### src/rtl/reg_access_arbiter_if.sv
`default_nettype none
// ---------------------------------------------------------------------------
// reg_access_arbiter_if : one requester channel (req/cmd in, ack/rdata back)
// Rev 1.0
// ---------------------------------------------------------------------------
interface reg_access_arbiter_if #(
  parameter int ADDR_W = 8,
  parameter int DATA_W = 32
);
  logic              req;
  logic              we;
  logic [ADDR_W-1:0] addr;
  logic [DATA_W-1:0] wdata;
  logic              ack;
  logic [DATA_W-1:0] rdata;

  modport master (output req, we, addr, wdata, input  ack, rdata);
  modport slave  (input  req, we, addr, wdata, output ack, rdata);
endinterface
`default_nettype wire

### src/rtl/reg_access_arbiter.sv
`default_nettype none
// ---------------------------------------------------------------------------
// reg_access_arbiter : two-master round-robin arbiter for the register port
// Rev 1.0 -- define ARB_FIXED_PRIO_EN for fixed priority (A over B)
// ---------------------------------------------------------------------------
module reg_access_arbiter #(
  parameter int ADDR_W = 8,
  parameter int DATA_W = 32,
  parameter int RD_LAT = 1
) (
  input  wire logic              clk,
  input  wire logic              rst_n,
  reg_access_arbiter_if.slave    a_if,
  reg_access_arbiter_if.slave    b_if,
  output logic [ADDR_W-1:0]      o_reg_addr,
  output logic [DATA_W-1:0]      o_reg_wdata,
  output logic                   o_reg_write,
  output logic                   o_reg_read,
  input  wire logic [DATA_W-1:0] i_reg_rdata,
  output logic                   o_busy,
  output logic                   o_grant_id
);

  typedef enum logic [2:0] {
    S_IDLE  = 3'd0,
    S_ISSUE = 3'd1,
    S_WAIT  = 3'd2,
    S_DONE  = 3'd3,
    S_GAP   = 3'd4
  } state_t;

  state_t            r_state;
  logic [3:0]        r_cnt;
  logic              r_we;
  logic              r_grant_id;
  logic [ADDR_W-1:0] r_reg_addr;
  logic [DATA_W-1:0] r_reg_wdata;
  logic              r_reg_write;
  logic              r_reg_read;
  logic              r_busy;
  logic              r_a_ack;
  logic              r_b_ack;
  logic [DATA_W-1:0] r_a_rdata;
  logic [DATA_W-1:0] r_b_rdata;
`ifndef ARB_FIXED_PRIO_EN
  logic              r_last_grant;
`endif

  logic              w_any_req;
  logic              w_pick_b;
  logic              w_win_we;
  logic [ADDR_W-1:0] w_win_addr;
  logic [DATA_W-1:0] w_win_wdata;

  always_comb begin
    w_any_req = a_if.req | b_if.req;
`ifdef ARB_FIXED_PRIO_EN
    w_pick_b  = ~a_if.req;
`else
    // On a tie the master that did not win last time gets the port.
    w_pick_b  = b_if.req & (~a_if.req | ~r_last_grant);
`endif
    w_win_we    = w_pick_b ? b_if.we    : a_if.we;
    w_win_addr  = w_pick_b ? b_if.addr  : a_if.addr;
    w_win_wdata = w_pick_b ? b_if.wdata : a_if.wdata;
  end

  always_ff @(posedge clk or negedge rst_n) begin
    if (!rst_n) begin
      r_state      <= S_IDLE;
      r_cnt        <= 4'd0;
      r_we         <= 1'b0;
      r_grant_id   <= 1'b0;
      r_reg_addr   <= '0;
      r_reg_wdata  <= '0;
      r_reg_write  <= 1'b0;
      r_reg_read   <= 1'b0;
      r_busy       <= 1'b0;
      r_a_ack      <= 1'b0;
      r_b_ack      <= 1'b0;
      r_a_rdata    <= '0;
      r_b_rdata    <= '0;
`ifndef ARB_FIXED_PRIO_EN
      r_last_grant <= 1'b1;
`endif
    end else begin
      r_reg_write <= 1'b0;
      r_reg_read  <= 1'b0;
      r_a_ack     <= 1'b0;
      r_b_ack     <= 1'b0;
      case (r_state)
        S_IDLE: begin
          if (w_any_req) begin
            r_grant_id   <= w_pick_b;
`ifndef ARB_FIXED_PRIO_EN
            r_last_grant <= w_pick_b;
`endif
            r_we         <= w_win_we;
            r_reg_addr   <= w_win_addr;
            r_reg_wdata  <= w_win_wdata;
            // Strobes are registered here so they are high exactly during ISSUE.
            r_reg_write  <= w_win_we;
            r_reg_read   <= ~w_win_we;
            r_busy       <= 1'b1;
            r_state      <= S_ISSUE;
          end
        end
        S_ISSUE: begin
          if (r_we) begin
            r_a_ack <= ~r_grant_id;
            r_b_ack <= r_grant_id;
            r_state <= S_DONE;
          end else begin
            r_cnt   <= 4'(RD_LAT);
            r_state <= S_WAIT;
          end
        end
        S_WAIT: begin
          if (r_cnt == 4'd1) begin
            if (r_grant_id) r_b_rdata <= i_reg_rdata;
            else            r_a_rdata <= i_reg_rdata;
            r_a_ack <= ~r_grant_id;
            r_b_ack <= r_grant_id;
            r_cnt   <= 4'd0;
            r_state <= S_DONE;
          end else begin
            r_cnt <= r_cnt - 4'd1;
          end
        end
        S_DONE: begin
          r_state <= S_GAP;
        end
        S_GAP: begin
          r_busy  <= 1'b0;
          r_state <= S_IDLE;
        end
        default: begin
          r_busy  <= 1'b0;
          r_state <= S_IDLE;
        end
      endcase
    end
  end

  assign a_if.ack    = r_a_ack;
  assign a_if.rdata  = r_a_rdata;
  assign b_if.ack    = r_b_ack;
  assign b_if.rdata  = r_b_rdata;
  assign o_reg_addr  = r_reg_addr;
  assign o_reg_wdata = r_reg_wdata;
  assign o_reg_write = r_reg_write;
  assign o_reg_read  = r_reg_read;
  assign o_busy      = r_busy;
  assign o_grant_id  = r_grant_id;

endmodule
`default_nettype wire

### src/flat_wrapper.sv
// flat-port wrapper written by rule: the top's interface ports become plain ports
module reg_access_arbiter_flat 
#(
  parameter int ADDR_W = 8,
  parameter int DATA_W = 32,
  parameter int RD_LAT = 1
)
  (clk, rst_n, o_reg_addr, o_reg_wdata, o_reg_write, o_reg_read, i_reg_rdata, o_busy, o_grant_id, a_if_req, a_if_we, a_if_addr, a_if_wdata, a_if_ack, a_if_rdata, b_if_req, b_if_we, b_if_addr, b_if_wdata, b_if_ack, b_if_rdata);
  reg_access_arbiter_if #(.ADDR_W(ADDR_W), .DATA_W(DATA_W)) a_if_i ();
  reg_access_arbiter_if #(.ADDR_W(ADDR_W), .DATA_W(DATA_W)) b_if_i ();
  input  wire logic clk;
  input  wire logic rst_n;
  output logic [ADDR_W-1:0] o_reg_addr;
  output logic [DATA_W-1:0] o_reg_wdata;
  output logic o_reg_write;
  output logic o_reg_read;
  input  wire logic [DATA_W-1:0] i_reg_rdata;
  output logic o_busy;
  output logic o_grant_id;
  input wire logic [$bits(a_if_i.req)-1:0] a_if_req;
  input wire logic [$bits(a_if_i.we)-1:0] a_if_we;
  input wire logic [$bits(a_if_i.addr)-1:0] a_if_addr;
  input wire logic [$bits(a_if_i.wdata)-1:0] a_if_wdata;
  output wire logic [$bits(a_if_i.ack)-1:0] a_if_ack;
  output wire logic [$bits(a_if_i.rdata)-1:0] a_if_rdata;
  input wire logic [$bits(b_if_i.req)-1:0] b_if_req;
  input wire logic [$bits(b_if_i.we)-1:0] b_if_we;
  input wire logic [$bits(b_if_i.addr)-1:0] b_if_addr;
  input wire logic [$bits(b_if_i.wdata)-1:0] b_if_wdata;
  output wire logic [$bits(b_if_i.ack)-1:0] b_if_ack;
  output wire logic [$bits(b_if_i.rdata)-1:0] b_if_rdata;
  assign a_if_i.req = a_if_req;
  assign a_if_i.we = a_if_we;
  assign a_if_i.addr = a_if_addr;
  assign a_if_i.wdata = a_if_wdata;
  assign a_if_ack = a_if_i.ack;
  assign a_if_rdata = a_if_i.rdata;
  assign b_if_i.req = b_if_req;
  assign b_if_i.we = b_if_we;
  assign b_if_i.addr = b_if_addr;
  assign b_if_i.wdata = b_if_wdata;
  assign b_if_ack = b_if_i.ack;
  assign b_if_rdata = b_if_i.rdata;
  reg_access_arbiter #(.ADDR_W(ADDR_W), .DATA_W(DATA_W), .RD_LAT(RD_LAT)) u_core (.clk(clk), .rst_n(rst_n), .a_if(a_if_i), .b_if(b_if_i), .o_reg_addr(o_reg_addr), .o_reg_wdata(o_reg_wdata), .o_reg_write(o_reg_write), .o_reg_read(o_reg_read), .i_reg_rdata(i_reg_rdata), .o_busy(o_busy), .o_grant_id(o_grant_id));
endmodule
### config.mk
export PLATFORM = sky130hd
export DESIGN_NAME = reg_access_arbiter_flat
export DESIGN_NICKNAME = d
export VERILOG_FILES = /design/src/rtl/reg_access_arbiter_if.sv /design/src/rtl/reg_access_arbiter.sv /design/src/flat_wrapper.sv
export SDC_FILE = /design/constraint.sdc
export NUM_CORES = 1
export LEC_CHECK = 0
export CAP_MARGIN = 5
export CORE_MARGIN = 2
export CORE_UTILIZATION = 42
export DETAILED_ROUTE_END_ITERATION = 16
export PLACE_DENSITY = 0.89
export SETUP_SLACK_MARGIN = 0.5
export SYNTH_ARGS = -nofsm -noshare
export SYNTH_HDL_FRONTEND = slang
export SYNTH_SLANG_ARGS = --single-unit
### constraint.sdc
create_clock -name clk -period 2.25 [get_ports clk]
set_input_delay 0.675 -clock clk [delete_from_list [all_inputs] [get_ports clk]]
set_output_delay 0.675 -clock clk [all_outputs]
set_load 0.05 [all_outputs]
==> metrics.md <==
| Metric | Value |
|---|---|
| Status | `completed` |
| Relative slew slack | `0.704` |
| CTS tree | `built` |
| Number of DRC violations after detailed-routing iteration 0 | `154` |
| Register area share after synthesis | `0.590` |
| Multi-input logic area | `2360 um2` |
| Global-route wire length before repair | `22300 um` |
| Worst-Margin Slew | `443 ps` |
| Cell Pwr Density | `1760 nW/um2` |
| Synthesized net count | `448` |
| Initial Utilization | `0.425` |
| Leakage | `3.89 nW` |
| Yosys synthesis warning count | `0` |
| Hold_buf cts | `0` |
| R2r worst-path depth | `8` |
| Avg Cell Area, Syn | `15.4 um2` |
| Ys async rst share | `1.00` |
| Fill cell count | `787` |
| Max Clock Skew | `7.26 ps` |
| Clock root cell | `clkbuf_16` |
| # clock sinks | `119` |
| Worst EP required | `2530 ps` |
| Diode count | `0` |
| Post-synth EDFFs | `0` |
| Final hold slack | `221 ps` |
| Clock transition at path regs | `60 ps` |
| Total track usage | `0.225` |
| Final Slew Violations | `0` |
| Critical Path AT | `2270 ps` |
| Boundary pin count | `228` |
| CP Max Fanout | `8` |
| HP Class | `input port to asynchronous set/reset pin` |
| Maxcap violations | `0` |
| Initial antenna violation count | `0` |
| Via density | `5.05` |
| Final setup viols | `0` |
| Row count | `40` |
| Routed Antenna Nets | `0` |
| Synth Register Bits | `119` |
| Post-synth top flop | `dfrtp_1` |
| I/O Buffers | `227` |
| H-tree levels | `4` |
| Routed Wire Length | `14300 um` |
| Final Hold Fails | `0` |
| Clk Latency, worst-skew pair | `400 ps` |
| Drt pass-1 iters | `4` |
| Die Wd | `114 um` |
| Fmax | `501 MHz` |
| Post-Syn Instances | `328` |
| Crit start category | `register` |
| Post-DP Area | `7820 um2` |
| CTS Buffer Depth | `2` |
| Largest net degree at the start of global routing | `52` |
| Area Growth Syn to Fin | `65.7%` |
| Grt total ovfl | `0` |
| DRC violations left | `0` |
| Area of the mapped netlist | `5050 um2` |
| Die H | `114 um` |
| Inserted Clock Buffers | `17` |
| Critical path class | `register to register` |
| RSZ-0062 raised after global routing | `true` |
| Share of layout cells above drive strength 1 | `0.548` |
| Number of global-route vias before repair | `4098` |
| Routability cong. | `0.761` |
| Maximum vdd drop | `953 uV` |
| Period minus WS final | `2000 ps` |
| Hpwl dp | `9600 um` |
| Nets | `706` |
| Routed WL per cell | `19.1 um` |
| Final instance area | `8360 um2` |
| Distinct cells, synth | `39` |
| Crit. End Element | `register` |
| Tcrit/Tclk final | `0.887` |
| Core ar. | `11900 um2` |
| Vias | `3764` |
| Utilization after layout | `0.705` |
| Die area | `12900 um2` |
| Register area | `2980 um2` |
final timing paths:
kind | from | to | slack, ps
min reg2reg | u_core.o_busy$_DFFE_PN0P_ | u_core.o_busy$_DFFE_PN0P_ | 490
max in group asynchronous | rst_n | u_core.b_if.rdata[3]$_DFFE_PN0P_ | 1410
min in group clk | u_core.o_busy$_DFFE_PN0P_ | u_core.o_busy$_DFFE_PN0P_ | 490
max reg2reg | u_core.r_cnt[1]$_DFFE_PN0P_ | u_core.a_if.rdata[16]$_DFFE_PN0P_ | 250
max | u_core.r_cnt[1]$_DFFE_PN0P_ | u_core.a_if.rdata[16]$_DFFE_PN0P_ | 250
min | rst_n | u_core.a_if.rdata[14]$_DFFE_PN0P_ | 220
sequential cells by signal, indices dropped and copies added, names as in the netlist, 3 cells and up:
| register | cells |
|---|---|
| u_core.a_if.rdata | 32 |
| u_core.b_if.rdata | 32 |
| u_core.o_reg_wdata | 32 |
| u_core.o_reg_addr | 8 |
| u_core.r_cnt | 4 |
| u_core.r_state | 3 |
routing by layer:
layer / up-vias / part of all wire / GRT usage
met5: - / 0 / 0
met4: 0 / 0.0076 / 0.0659
met3: 10 / 0.067 / 0.0531
met2: 174 / 0.52 / 0.400
met1: 1881 / 0.41 / 0.273
li1: 1699 / - / -
Yosys cell counts (2+ instances only):
cell | n | area [um2]
inv_1 | 6 | 22.5
dfrtp_1 | 118 | 2950
nor2_1 | 2 | 7.51
ha_1 | 2 | 25.0
mux2_1 | 2 | 22.5
buf_2 | 7 | 35.0
nor3b_1 | 2 | 15.0
o21ai_0 | 2 | 10.0
nand2b_1 | 2 | 12.5
mux2_2 | 142 | 1600
a21oi_1 | 5 | 25.0
clkbuf_1 | 2 | 7.51
mux2i_1 | 2 | 20.0
o21a_1 | 2 | 15.0
nor3_1 | 3 | 15.0
buf_4 | 4 | 30.0
buf_6 | 3 | 33.8
stage by stage:
stage	setup slack (ps)	total power (W)	cells	setup TNS, ps
2_1_floorplan	328	0.00958	328	0
3_3_place_gp	-104	0.0122	697	-2110
3_5_place_dp	-184	0.0124	697	-5360
4_1_cts	192	0.0147	744	0
5_1_grt	178	0.0153	746	0
6_report	254	0.0147	746	0
worst max-delay path, stage by stage (launching register included):
cell,delay (ps)
dfrtp_1,380
inv_2,80
ha_4,120
or3b_4,390
nor4_4,150
buf_6,170
buf_12,120
buf_16,140
mux2_4,310
layout make-up:
type | count | share of cell area
inverters | 6 | 0.00269
well taps | 147 | 0.0220
clock inverters | 11 | 0.0121
clock buffers | 21 | 0.0551
multi-input cells | 187 | 0.282
repair buffers | 255 | 0.270
flip-flops and latches | 119 | 0.357
where the power goes:
| part | internal, W | switching (W) | leakage, nW |
|---|---|---|---|
| clock | 0.00157 | 0.000941 | 0.265 |
| combinational | 0.00308 | 0.00517 | 2.21 |
| sequential | 0.00324 | 0.000711 | 1.42 |
| total | 0.00789 | 0.00682 | 3.89 |
logic make-up after synthesis:
family                     after synthesis  synth area share
AOI/OAI and AO/OA                       17            0.0221
xor gates and xnor gates                 1           0.00174
adders and majority gates                2           0.00496
buffers and inverters                   22            0.0255
DFF                                    119             0.590
muxes                                  146             0.325
and+or+nand+nor                         21            0.0300
placed cells by master, fill, tap and decap left out, drive strengths merged, types with 2 or more instances in the layout:
cell type | netlist | final
o21a | 2 | 2
mux2i | 2 | 2
or3b | 2 | 2
clkbuf | 2 | 27
inv | 6 | 6
clkinv | 0 | 6
nand2b | 2 | 2
nor3b | 3 | 3
buf | 14 | 133
o21ai | 2 | 2
ha | 2 | 2
clkinvlp | 0 | 4
clkdlybuf4s50 | 0 | 114
dfrtp | 118 | 118
nor3 | 3 | 3
mux2 | 144 | 144
a21oi | 5 | 5
nor2 | 2 | 2
what timing repair did:
item                                   CTS  global route
setup endpoints to repair              172            77
pin swaps                                3             1
buffers inserted                         9             2
endpoints found under the hold margin    0             0
gates resized for setup                529            11
cloned                                   6             0
Power figures use the tool's default switching activity.
